## config.mk

```make
export PLATFORM = sky130hd
export DESIGN_NAME = neuron_input_loader
export DESIGN_NICKNAME = d
export VERILOG_FILES = /design/src/rtl/dneuron_pkg.sv /design/src/rtl/neuron_input_loader.sv
export SDC_FILE = /design/constraint.sdc
export NUM_CORES = 1
export LEC_CHECK = 0
export CORE_MARGIN = 1.5
export CORE_UTILIZATION = 32
export DETAILED_ROUTE_END_ITERATION = 10
export GPL_TIMING_DRIVEN = 0
export PLACE_DENSITY = 0.56
export SLEW_MARGIN = 20
export SYNTH_ARGS = -nofsm -noshare
export SYNTH_HDL_FRONTEND = slang
export SYNTH_SLANG_ARGS = --single-unit
```

## constraint.sdc

```tcl
create_clock -name CK -period 3.3 [get_ports CK]
set_input_delay 0.99 -clock CK [delete_from_list [all_inputs] [get_ports CK]]
set_output_delay 0.99 -clock CK [all_outputs]
set_load 0.02 [all_outputs]
```

## src/rtl/dneuron_pkg.sv

```systemverilog
// Shared types and defaults for the neuron datapath feeders.
// Latency: n/a (types and constants only).
// Backpressure: n/a.
package dneuron_pkg;

  localparam int DW   = 8;
  localparam int N_IN = 8;

  typedef logic [DW-1:0]   act_t;
  typedef act_t [N_IN-1:0] act_vec_t;

  typedef enum logic {
    FILL = 1'b0,
    HOLD = 1'b1
  } loader_state_t;

endpackage

```

## src/rtl/neuron_input_loader.sv

```systemverilog
// Byte-stream to N_IN-lane vector assembler feeding the ReLU neuron, double-buffered.
// Latency: last byte accepted at edge t -> OUT_VALID after edge t+1 when the output bank is free.
// Backpressure: IN_READY drops while a completed vector waits for the output bank to free.
module neuron_input_loader #(
  parameter int DW   = dneuron_pkg::DW,
  parameter int N_IN = dneuron_pkg::N_IN
) (
  input  logic                     CK,
  input  logic                     RSTN,
  input  logic [DW-1:0]            IN_DATA,
  input  logic                     IN_VALID,
  input  logic                     IN_LAST,
  output logic                     IN_READY,
  output logic [N_IN-1:0][DW-1:0]  D_OUT,
  output logic [$clog2(N_IN+1)-1:0] OUT_CNT,
  output logic                     OUT_VALID,
  input  logic                     OUT_READY
);

  import dneuron_pkg::*;

  localparam int IW = $clog2(N_IN);
  localparam int CW = $clog2(N_IN + 1);

  loader_state_t             state;
  logic [IW-1:0]             wr_idx;
  logic [CW-1:0]             cnt;
  logic [N_IN-1:0]           mask;
  logic [N_IN-1:0][DW-1:0]   shadow;

  logic accept;
  logic complete;
  logic out_free;

  // Input ready follows state only; also held low while reset is asserted.
  always_comb begin
    IN_READY = RSTN && (state == FILL);
    accept   = IN_VALID && IN_READY;
    complete = accept && (IN_LAST || (wr_idx == IW'(N_IN - 1)));
    out_free = !OUT_VALID || OUT_READY;
  end

  // Fill the shadow bank, then move it to the output bank once the neuron has taken the previous vector.
  always_ff @(posedge CK or negedge RSTN) begin
    if (!RSTN) begin
      state     <= FILL;
      wr_idx    <= '0;
      cnt       <= '0;
      mask      <= '0;
      shadow    <= '0;
      D_OUT     <= '0;
      OUT_CNT   <= '0;
      OUT_VALID <= 1'b0;
    end else begin
      // A consume empties the output bank; a transfer below may refill it on the same edge.
      if (OUT_VALID && OUT_READY) begin
        OUT_VALID <= 1'b0;
      end
      case (state)
        FILL: begin
          if (accept) begin
            shadow[wr_idx] <= IN_DATA;
            mask[wr_idx]   <= 1'b1;
            if (complete) begin
              // wr_idx is left in place; it is rewound on the transfer so it never wraps.
              cnt   <= CW'(wr_idx) + CW'(1);
              state <= HOLD;
            end else begin
              wr_idx <= wr_idx + IW'(1);
            end
          end
        end
        HOLD: begin
          if (out_free) begin
            // Unwritten lanes are zeroed so a short vector adds nothing to the neuron sum.
            for (int i = 0; i < N_IN; i++) begin
              D_OUT[i] <= mask[i] ? shadow[i] : '0;
            end
            OUT_CNT   <= cnt;
            OUT_VALID <= 1'b1;
            mask      <= '0;
            wr_idx    <= '0;
            state     <= FILL;
          end
        end
        default: state <= FILL;
      endcase
    end
  end

endmodule

```

# --- Word-level counts from Yosys, hierarchy flattened ---
# Index checks and enable logic that the tools add are counted.
totals:
  regBits: 149
  latch_bits: 0
  ram_bits: 0
  mem_bits_ro: 0
  in_bits: 13
  output_inout_bits: 70
  n_memories: 0
classes:
  n_addsub: 2
  multipliers: 0
  div_mod_pow: 0
  n_lt_le_gt_ge: 2
  n_eq_ne: 4
  shift: 0
  mux: 27
  bitwise_logic: 2
  reduce_logical: 13
ops:
  columns: ["operator", "n"]
  rows:
  - ["2-to-1 mux 8 bit", 11]
  - ["bitwise mux 64 bit", 1]
  - ["demux 8 bit (select 3 bit)", 1]
  - ["case mux 8 bit (2 select lines)", 1]
  - ["2-to-1 mux 3 bit", 3]
  - ["bitwise OR 8 bit", 1]
  - ["2-to-1 mux 1 bit", 7]
  - ["case mux 3 bit (2 select lines)", 1]
  - ["AND reduction 2 bit", 3]
  - ["AND reduction 3 bit", 2]
  - ["logical AND 1 bit", 5]
  - ["adder 3 x 1 -> 4 bit (second input constant)", 1]
  - ["< comparator 3 x 4 -> 1 bit (second input constant)", 1]
  - ["inequality test 2 bit (second input constant)", 2]
  - ["adder 3 x 1 -> 3 bit (second input constant)", 1]
  - ["demux 1 bit (select 3 bit)", 1]
  - ["equality test 3 bit (second input constant)", 1]
  - [">= comparator 3 x 1 -> 1 bit (second input constant)", 1]
  - ["logical OR 1 bit", 2]
  - ["inequality test 2 x 1 -> 1 bit (second input constant)", 1]
  - ["case mux 1 bit (2 select lines)", 1]
  - ["zero test 1 bit", 1]
  - ["NOT 1 bit", 1]

# --- Depth between registers and ports, before layout ---
depth:
  ltp_word: 7
  mapped_depth: 5
  mapped_depth_nobuf: 5

# --- Worst setup path before layout ---
# No wires, ideal clock.
synth_timing:
  path_type: "input-to-reg"
  startpoint: "in RSTN"
  endpoint: "reg shadow[0] (netlist name)"
  arrival_time_ps: 2378
  slack_ps: 797
  path_stages: 5
  path_buffers: 2
  cell_sequence: "or3b_1 buf_2 or4b_1 buf_6 mux2_4"
synth_via:
  elab_chain_len: 3
synth_rtl:
  columns: ["element", "line", "source"]
  rows:
  - ["start, declared", "neuron_input_loader.sv:9", "input logic RSTN,"]
  - ["logical AND 1 bit", "neuron_input_loader.sv:37", "IN_READY = RSTN && (state == FILL);"]
  - ["logical AND 1 bit", "neuron_input_loader.sv:38", "accept = IN_VALID && IN_READY;"]
  - ["AND reduction 2 bit (no source line)", null, null]
  - ["end signal, assigned", "neuron_input_loader.sv:50", "shadow <= '0;"]
  - ["end signal, assigned by index", "neuron_input_loader.sv:62", "shadow[wr_idx] <= IN_DATA;"]
  - ["end, declared", "neuron_input_loader.sv:29", "logic [N_IN-1:0][DW-1:0] shadow;"]
# No other way between the ends.
# A chain may end at the register's enable or synchronous reset.

# --- Final worst setup path ---
layout_timing:
  startpoint: "in RSTN"
  endpoint: "out IN_READY"
layout_via:
  elab_chain_len: 1
layout_rtl:
  columns: ["element", "line", "source"]
  rows:
  - ["logical AND 1 bit", "neuron_input_loader.sv:37", null]
  - ["end, declared", "neuron_input_loader.sv:13", "output logic IN_READY,"]
# No other way between the ends.

==> metrics <==
Synth area leader=dfrtp_1; Clock transition at path regs=about 0.05 ns; Core ar.=about 18000 um2; port buffer count=between 80 and 90; leakage power=3.38 nW; Synth Cell Area=5880 um2; Area contributors post-synth=dfrtp_1 63%, mux2_2 12%, o21ai_0 11%; EDFF count, synth=0; CTS tree=yes; CP max FO=between 40 and 50; Pint=4.59 mW; Syn Inst Count=around 500; top cells by count, synth=149 x dfrtp_1, 134 x o21ai_0, 67 x nand2_1; 1st-pass router iterations=4; Vias/cell=between 4 and 5; Routed Antenna Nets=0; sequential share of the synthesized area=0.634; Design Area, Final=between 7000 and 8000 um2; status=completed; Fill cells=around 1700; number of synthesized register bits=between 100 and 150; Yosys warnings=0; RR Startpoint=state; FMAX=around 0.31 GHz; largest net degree at the start of global routing=45; gp weighted congestion=between 0.7 and 0.8; fin. max-slew vios=0; CTS Buffer Depth=2; Yosys cell types=27; top-count cell post-synth=dfrtp_1; crit path launch type=input port; RR Endpoint=shadow[12]; Setup Skew=just over 0.01 ns; Post-synth ARST share=1.00; initial core utilization=0.326; Synth Flop Type=dfrtp_1; Net Sw Frac=0.273; initial antenna violation count=0; Clk Latency, worst-skew pair=~0.43 ns; placed inst area=about 7000 um2; die extent in x=approximately 140 um; Final period util=0.966; Detail Placement HPWL=around 9800 um; R2R depth=4; max_cap viols=0; Arr. time, crit path=~2.2 ns; 1st-iter DRT viols=198; Routed WL per cell=around 18 um; nets=613; crit end category=output port; Slew @ Worst Pin=about 0.87 ns; die span in y=about 140 um; layout cells sized above 1=0.182; gr ovfl total=0; Design Power=around 6.3 mW; die area=about 19000 um2; # Post-CTS Setup Buffers=0; r2r setup slk=1.19 ns; CTS Buf Count=17; post-CTS resize count=2; Final min period=approximately 3.2 ns; syn_nets=~510; CTS root buffer=clkbuf_16; critical path required time=2.31 ns; final setup vio count=0; cts hold-fix bufs=0; peak supply drop=0.000396 V; CTS H-Tree Depth=4; GRT Util Overall=0.164; Fin. Hold Viols=0; vias in the first global route=between 4000 and 5000; Avg Inst Size Synth=between 10 and 15 um2; P_sw=around 1.7 mW; DRT Wirelength=approximately 15000 um; Diodes inserted=0; Comb pwr share=0.230; Setup CP Type=in2out; worst rel slew slack=0.417; TritonCTS Sinks=between 100 and 150; Syn-to-layout area delta=32.3%; share of the synthesized area in the top cell type=0.634; hold crit path type=in2async; first-pass GRT wire length=between 20000 and 25000 um; Top Ports=between 80 and 90; FP Rows=49; Clk pwr share=0.351; DRC Markers=0; routed vias=4140; PwrDens=approximately 810 nW/um2; Reg power frac=0.419; RSZ-0062 raised after global routing=false
==> stage by stage <==
stage                TNS, ns  cells  setup slack (ns)  hold slack [ns]  utilization
floorplan                  0    494             0.797            0.471            -
global placement    -1085.91    805             -5.65            0.489        0.388
detailed placement     -8.24    806            -0.351            0.492        0.390
CTS                        0    840            0.0698            0.397        0.432
global route               0    840           0.00376            0.407        0.432
finish                     0    840             0.114            0.403        0.432
==> routing by layer <==
metal  wire (um)  GRT usage  share of wire  vias to the layer above
li1            -          -              -                     1920
met1        6810      0.216           0.46                     2090
met2        7130      0.264           0.48                      105
met3         601     0.0352          0.040                       25
met4         310     0.0643          0.021                        0
met5           0          0              0                        -
==> power groups by stage <==
stage	Combinational (mW)	Sequential, mW	Clock [mW]
3_5_place_dp	1.46	2.68	0
3_3_place_gp	1.42	2.65	0
4_1_cts	1.48	2.65	2.25
6_report	1.45	2.64	2.21
5_1_grt	1.59	2.72	2.32
2_1_floorplan	0.707	2.78	0
==> worst max-delay path by stage <==
stage	startpoint	endpoint	cells past startpoint
after CTS	RSTN	IN_READY	4
after detailed placement	RSTN	IN_READY	4
final	RSTN	IN_READY	4
after floorplan	RSTN	shadow[0]	5
after global routing	RSTN	IN_READY	4
after global placement	RSTN	shadow[19]	5
==> area by class of cell <==
class                      instances  area (um2)  share of cell area
sequential                       149        3730               0.479
multi-input combinational        305        2000               0.256
timing repair buffer              85         931               0.120
clock buffer                      23         488              0.0627
tap                              229         287              0.0368
clock inverter                     9         195              0.0251
buffer                            34         138              0.0177
inverter                           6        22.5             0.00289
==> cell families (layout without fill, tap and decap cells) <==
family / count (synthesis) / count (layout) / share of synthesized area
AO/OA/AOI/OAI: 144 / 144 / 0.127
multiplexers: 73 / 73 / 0.144
AND/OR/NAND/NOR: 86 / 86 / 0.0644
buffers and inverters: 40 / 157 / 0.0272
flip-flops: 149 / 149 / 0.634
adder cells (fa/ha/maj): 2 / 2 / 0.00425
==> state kept, by name (all words and copies together), names as in the netlist <==
| name | flops |
|---|---|
| OUT_VALID | 1 |
| wr_idx | 3 |
| cnt | 4 |
| mask | 8 |
| OUT_CNT | 4 |
| shadow | 64 |
| state | 1 |
| D_OUT | 64 |
==> placed cells by master (no fill, tap or decap), drive strengths merged, types with 4 or more instances in the layout <==
cell type | netlist | routed
o21ai | 134 | 134
mux2i | 4 | 4
bufinv | 0 | 6
inv | 6 | 6
o21a | 6 | 6
nor2 | 6 | 6
nand2 | 67 | 67
dfrtp | 149 | 149
buf | 11 | 13
mux2 | 69 | 69
clkbuf | 23 | 46
clkdlybuf4s50 | 0 | 81
==> worst max-delay path, stage by stage <==
cell and delay, ns:
buf_16 0.18, buf_16 0.25, nor2b_1 0.15, clkdlybuf4s50_1 0.61
Power figures use the tool's default switching activity.
